==> src/rtl/riscv_pkg.sv <==
// Shared encodings for the RV M-extension multiply/divide unit:
// funct3 operation codes and the sequencer state encoding.
package riscv_pkg;

    typedef enum logic [2:0] {
        OP_MUL    = 3'b000,
        OP_MULH   = 3'b001,
        OP_MULHSU = 3'b010,
        OP_MULHU  = 3'b011,
        OP_DIV    = 3'b100,
        OP_DIVU   = 3'b101,
        OP_REM    = 3'b110,
        OP_REMU   = 3'b111
    } op_e;

    typedef enum logic [1:0] {
        S_IDLE = 2'd0,
        S_CALC = 2'd1,
        S_FIX  = 2'd2,
        S_DONE = 2'd3
    } state_e;

endpackage

==> src/rtl/riscv_muldiv.sv <==
// Iterative RV M-extension multiply/divide unit. Operands are converted to
// magnitudes on accept; a radix-2 shift-add multiplier and a restoring
// divider share one adder/subtractor and one 2*XLEN accumulator. The FIX
// state restores the sign and selects the result half.
module riscv_muldiv
    import riscv_pkg::*;
#(
    parameter int XLEN = 64
) (
    input  logic            clk,
    input  logic            rst,
    input  logic            start,
    input  logic [2:0]      funct3,
    input  logic [XLEN-1:0] A1,
    input  logic [XLEN-1:0] A2,
    input  logic            flush,
    output logic            busy,
    output logic            done,
    output logic [XLEN-1:0] Y
);

    localparam int CW = $clog2(XLEN) + 1;
    localparam logic [XLEN-1:0] SMIN = {1'b1, {(XLEN-1){1'b0}}};

    state_e              state_q, state_d;
    op_e                 op_q, op_d;
    logic                neg_q, neg_d;
    logic [CW-1:0]       cnt_q, cnt_d;
    logic [2*XLEN-1:0]   acc_q, acc_d;
    logic [XLEN-1:0]     b_q, b_d;
    logic [XLEN-1:0]     y_q, y_d;

    op_e                 f_in;
    logic                sa, sb, res_neg, div0, ovf, accept, is_div;
    logic [XLEN-1:0]     mag_a, mag_b, special_y;
    logic [XLEN+1:0]     add_a, add_b, add_s;
    logic                add_sub;
    logic [2*XLEN-1:0]   step_acc, prod_fix;
    logic [XLEN-1:0]     q_fix, r_fix, fix_y;

    // Operand conditioning: signedness, magnitudes and early-out detection.
    always_comb begin
        f_in    = op_e'(funct3);
        sa      = A1[XLEN-1] && (f_in inside {OP_MUL, OP_MULH, OP_MULHSU, OP_DIV, OP_REM});
        sb      = A2[XLEN-1] && (f_in inside {OP_MUL, OP_MULH, OP_DIV, OP_REM});
        mag_a   = sa ? -A1 : A1;
        mag_b   = sb ? -A2 : A2;
        res_neg = (f_in == OP_REM) ? sa : (sa ^ sb);
        div0    = funct3[2] && (A2 == '0);
        ovf     = (f_in inside {OP_DIV, OP_REM}) && (A1 == SMIN) && (A2 == '1);
        if (div0) special_y = funct3[1] ? A1 : '1;
        else      special_y = funct3[1] ? '0 : A1;
    end

    // Shared adder: adds the multiplicand or subtracts the divisor.
    always_comb begin
        is_div = op_q inside {OP_DIV, OP_DIVU, OP_REM, OP_REMU};
        if (is_div) begin
            add_a   = {1'b0, acc_q[2*XLEN-1:XLEN-1]};
            add_b   = {2'b00, b_q};
            add_sub = 1'b1;
        end else begin
            add_a   = {2'b00, acc_q[2*XLEN-1:XLEN]};
            add_b   = acc_q[0] ? {2'b00, b_q} : '0;
            add_sub = 1'b0;
        end
        add_s = add_a + (add_b ^ {(XLEN+2){add_sub}}) + {{(XLEN+1){1'b0}}, add_sub};
    end

    // One iteration step and the final sign fix / result selection.
    always_comb begin
        if (is_div) begin
            if (add_s[XLEN+1]) step_acc = {acc_q[2*XLEN-2:0], 1'b0};
            else               step_acc = {add_s[XLEN-1:0], acc_q[XLEN-2:0], 1'b1};
        end else begin
            step_acc = {add_s[XLEN:0], acc_q[XLEN-1:1]};
        end
        prod_fix = neg_q ? -acc_q : acc_q;
        q_fix    = neg_q ? -acc_q[XLEN-1:0] : acc_q[XLEN-1:0];
        r_fix    = neg_q ? -acc_q[2*XLEN-1:XLEN] : acc_q[2*XLEN-1:XLEN];
        case (op_q)
            OP_MUL:                       fix_y = prod_fix[XLEN-1:0];
            OP_MULH, OP_MULHSU, OP_MULHU: fix_y = prod_fix[2*XLEN-1:XLEN];
            OP_DIV, OP_DIVU:              fix_y = q_fix;
            default:                      fix_y = r_fix;
        endcase
    end

    // Next-state and datapath update; flush overrides everything else.
    always_comb begin
        state_d = state_q;
        op_d    = op_q;
        neg_d   = neg_q;
        cnt_d   = cnt_q;
        acc_d   = acc_q;
        b_d     = b_q;
        y_d     = y_q;
        accept  = start && !flush && (state_q == S_IDLE || state_q == S_DONE);

        case (state_q)
            S_CALC: begin
                acc_d = step_acc;
                cnt_d = cnt_q + CW'(1);
                if (cnt_q == CW'(XLEN-1)) state_d = S_FIX;
            end
            S_FIX: begin
                y_d     = fix_y;
                state_d = S_DONE;
            end
            S_DONE:  state_d = S_IDLE;
            default: ;
        endcase

        if (accept) begin
            op_d  = f_in;
            neg_d = res_neg;
            cnt_d = '0;
            if (div0 || ovf) begin
                y_d     = special_y;
                state_d = S_DONE;
            end else begin
                state_d = S_CALC;
                // Multiply iterates over A2 bits with A1 as addend; divide
                // shifts the dividend A1 through and subtracts A2.
                acc_d = {{XLEN{1'b0}}, funct3[2] ? mag_a : mag_b};
                b_d   = funct3[2] ? mag_b : mag_a;
            end
        end

        if (flush) begin
            state_d = S_IDLE;
            y_d     = y_q;
        end
    end

    // State and datapath registers with asynchronous reset.
    always_ff @(posedge clk or posedge rst) begin
        if (rst) begin
            state_q <= S_IDLE;
            op_q    <= OP_MUL;
            neg_q   <= 1'b0;
            cnt_q   <= '0;
            acc_q   <= '0;
            b_q     <= '0;
            y_q     <= '0;
        end else begin
            state_q <= state_d;
            op_q    <= op_d;
            neg_q   <= neg_d;
            cnt_q   <= cnt_d;
            acc_q   <= acc_d;
            b_q     <= b_d;
            y_q     <= y_d;
        end
    end

    assign busy = (state_q == S_CALC) || (state_q == S_FIX);
    assign done = (state_q == S_DONE);
    assign Y    = y_q;

endmodule

==> config.mk <==
export PLATFORM = sky130hd
export DESIGN_NAME = riscv_muldiv
export DESIGN_NICKNAME = d
export VERILOG_FILES = /design/src/rtl/riscv_pkg.sv /design/src/rtl/riscv_muldiv.sv
export SDC_FILE = /design/constraint.sdc
export NUM_CORES = 2
export LEC_CHECK = 0
export ABC_AREA = 0
export BUFFER_PORTS_ARGS = -buffer_cell sky130_fd_sc_hd__buf_2
export CORE_UTILIZATION = 35
export DETAILED_ROUTE_END_ITERATION = 12
export MAX_ROUTING_LAYER = met4
export PLACE_DENSITY = 0.6
export SLEW_MARGIN = 20
export SYNTH_ARGS = -nofsm -noshare
export SYNTH_HDL_FRONTEND = slang
export SYNTH_SLANG_ARGS = --single-unit
==> constraint.sdc <==
create_clock -name clk -period 17.8 [get_ports clk]
set_input_delay 0.89 -clock clk [delete_from_list [all_inputs] [get_ports clk]]
set_output_delay 0.89 -clock clk [all_outputs]
set_load 0.01 [all_outputs]
==> impl_metrics.json <==
{
  "synth_xor_xnor_area_share": 0.0924,
  "ff2ff_setup_slack_ns": 11.61,
  "crit_chain": "buf_4 > nor2_4 > buf_4 > nand2_1 > o21ai_0 > inv_1 > fa_1 > nand2b_1 > a21oi_1 > o211ai_1 > a311oi_1 > o21ai_0 > o31ai_1 > xnor2_1 > o2bb2a_1 > a31oi_1",
  "ctsResizeCount": 0,
  "path_class": "flop to flop",
  "syn-cell-area_sq_um": 28600,
  "critical_path.slowest_cell": "a311oi_1",
  "ios": 201,
  "hold_path_class": "flop to flop",
  "area_delta_synth_final_pct": 9.42,
  "maxCapViolCount": 0,
  "routed_via_density": 6.43,
  "synth-edff-count": 0,
  "arrival_ns": 6.66,
  "switching_share": 0.575,
  "die_y_um": 288,
  "worstSkewPairLatency_ns": 0.57,
  "critPathBufInv": 3,
  "cp_max_fo": 63,
  "die_w_um": 288,
  "fillCellCount": 8453,
  "pwr-share-comb": 0.670,
  "multi_input_area_sq_um": 20400,
  "gr-usage-all-layers": 0.342,
  "worst_ep_required_time_ns": 18.27,
  "clock_skew_ns": 0.0369,
  "synth.avg_cell_area_sq_um": 7.28,
  "pwr-share-clk": 0.107,
  "rows": 104,
  "worst_slew_pin_slew_ns": 1.27,
  "syn_nets": 4143,
  "coreArea_sq_um": 80800,
  "wl_mm": 142,
  "synth_cell_types": 85,
  "yosys_warnings": 0,
  "synth_flop_cell": "dfrtp_1",
  "dr.pass1.iters": 6,
  "drcViolationCount": 0,
  "synthAdderAreaFrac": 0.0500,
  "whs_ns": 0.468,
  "ir_worst_vdd_mv": 0.0775,
  "slew_headroom": 0.147,
  "overflow": 0,
  "setup_viol": 0,
  "gp_congestion": 1.07,
  "fmax_mhz": 162,
  "drive_gt1_frac": 0.113,
  "synth_compound_area_frac": 0.303,
  "synth_top_family_by_area": "compound AO/OA/AOI/OAI gates",
  "synthMuxAreaShare": 0.0480,
  "min_period_ns": 6.19,
  "drv_slew": 0,
  "synth_simple_gate_area_frac": 0.214,
  "finalHoldViolCount": 0,
  "grt_pass1_wl_mm": 203,
  "power_frac_seq": 0.224,
  "seqCellArea_sq_um": 6740,
  "start_util": 0.354,
  "dieArea_sq_um": 83000,
  "cts_hold_buf": 0,
  "port_buffers": 200,
  "power_per_cell_area_nw_per_um2": 225,
  "crit_family": "compound AO/OA/AOI/OAI gates",
  "numCtsBuffers": 36,
  "wire_per_inst_um": 28.5,
  "finalCritPeriodShare": 0.348,
  "ant_nets": 0,
  "final_nets": 4084,
  "numClockSinks": 269,
  "cts_setup_buffers": 0,
  "grt_pass1_vias": 28576,
  "clk_pin_slew_ns": 0.06,
  "status": "finished, final reports clean",
  "start_kind": "flop",
  "p_sw_w": 0.00405,
  "p_leak_nw": 12.1,
  "setup.worst_path.end_class": "flop",
  "synth_seq_cells": 269,
  "p_int_w": 0.00299,
  "synth_seq_area_share": 0.235,
  "tns_ns": 0,
  "ys_async_sr_fraction": 1.00,
  "max_stage_delay_ns": 0.94,
  "grt_max_degree": 151,
  "dp.final_hpwl_mm": 110,
  "synthCells": 3935,
  "vias": 31951,
  "rsz0062_at_grt": "no",
  "antenna_found_initial": 1,
  "drt_iter0_markers": 4774,
  "cts_buffer_depth": 3,
  "cts.htree.levels": 2,
  "root_buffer": "clkbuf_16",
  "cts_tree": "done"
}
[metal layers]
| metal | track usage | up-vias | wire [um] |
|---|---|---|---|
| met3 | 0.0792 | 288 | 16900 |
| met1 | 0.459 | 15270 | 57700 |
| met2 | 0.484 | 2006 | 59100 |
| met5 | - | - | 0 |
| met4 | 0.157 | 0 | 7840 |
| li1 | - | 14387 | - |
[power groups by stage]
stage | combinational [W] | clock [W] | sequential (W)
after global placement | 0.00454 | 0 | 0.00154
after global routing | 0.00503 | 0.000781 | 0.00158
after detailed placement | 0.00454 | 0 | 0.00153
final | 0.00471 | 0.000750 | 0.00157
after CTS | 0.00456 | 0.000758 | 0.00153
after floorplan | 0.00335 | 0 | 0.00112
[through the flow]
step | power [W] | area (sq um) | setup WS, ns | utilization | instances
CTS | 0.00684 | 31300 | 11.82 | 0.387 | 4960
global route | 0.00740 | 31300 | 11.41 | 0.388 | 4963
floorplan | 0.00447 | 28600 | 9.50 | - | 3935
global placement | 0.00608 | 30100 | 11.69 | 0.372 | 4897
detailed placement | 0.00608 | 30100 | 11.87 | 0.372 | 4897
finish | 0.00704 | 31300 | 11.61 | 0.388 | 4966
[layout by cell type, fill, tap and decap left out, types with 71 or more instances in the layout]
cell type  Yosys  layout
xor2_1       127     127
xnor2_1      175     175
nand2_1      501     500
buf_2         18     199
nor2_1       301     297
mux2i_1       71      71
nor3_1        80      79
ha_1          72      71
a21oi_1      316     315
a31oi_1       75      75
o31ai_1       71      71
dfrtp_1      269     267
o211ai_1      87      87
nand3_1       73      73
o21ai_0      455     453
[registers in the layout (all words and copies together) (netlist names)]
signal and flops:
op_q 3, b_q 64, state_q 2, Y 64
acc_q 128, neg_q 1, cnt_q 7
[layout make-up]
class	count	area share
Tap cell	1060	0.0423
Timing Repair Buffer	251	0.0452
Multi-Input combinational cell	3244	0.650
Sequential cell	269	0.215
Clock buffer	53	0.0344
Inverter	74	0.00914
Clock inverter	10	0.00383
Antenna cell	5	0.000399
[logic make-up after synthesis]
group           after synthesis
xor+xnor                    302
fa+ha+maj                   124
simple gates               1299
compound gates             1389
buf+inv                     422
mux                         130
flops                       269
[path summary, 6_finish.rpt]
| check | end | cells after the start | start |
|---|---|---|---|
| min reg2reg | Y[6] | 2 | Y[6] |
| max reg2reg | acc_q[118] | 16 | op_q[2] |
| min | Y[6] | 2 | Y[6] |
| min in group asynchronous | Y[19] | 2 | rst |
| max in group asynchronous | b_q[32] | 3 | rst |
| max | acc_q[118] | 16 | op_q[2] |
[cell usage after synthesis (8+ instances only)]
| master | count | area (sq um) |
|---|---|---|
| nand2_1 | 501 | 1880 |
| o21ai_0 | 455 | 2280 |
| a21oi_1 | 316 | 1580 |
| nor2_1 | 301 | 1130 |
| clkbuf_1 | 293 | 1100 |
| dfrtp_1 | 269 | 6730 |
| xnor2_1 | 175 | 1530 |
| xor2_1 | 127 | 1110 |
| o211ai_1 | 87 | 653 |
| nor3_1 | 80 | 400 |
| a31oi_1 | 75 | 469 |
| nand3_1 | 73 | 365 |
| ha_1 | 72 | 901 |
| inv_1 | 71 | 267 |
| mux2i_1 | 71 | 711 |
| o31ai_1 | 71 | 533 |
| nand4_1 | 68 | 425 |
| mux2_2 | 59 | 664 |
| or3_1 | 52 | 325 |
| maj3_1 | 51 | 510 |
| a21o_1 | 47 | 353 |
| o22ai_1 | 47 | 294 |
| nor4_1 | 46 | 288 |
| a211oi_1 | 41 | 308 |
| a221oi_1 | 41 | 359 |
| or4_1 | 38 | 285 |
| buf_1 | 32 | 120 |
| a221o_1 | 26 | 260 |
| nand2b_1 | 25 | 156 |
| o41ai_1 | 25 | 219 |
| or2_2 | 21 | 131 |
| and3_1 | 20 | 125 |
| o21bai_1 | 20 | 150 |
| and2_1 | 18 | 113 |
| buf_2 | 18 | 90.1 |
| o21a_1 | 18 | 135 |
| a22oi_1 | 17 | 128 |
| a311oi_1 | 9 | 78.8 |
| nand4b_1 | 9 | 78.8 |
| nor2b_1 | 9 | 56.3 |
| o221a_2 | 9 | 101 |
| a21boi_0 | 8 | 60.1 |
[tightest hold or removal path: cells and delay by family (launching register included)]
kind	cells	cell delay, ns
flops	1	0.34
simple gates	2	0.10
(Power assumes the default switching activity.)
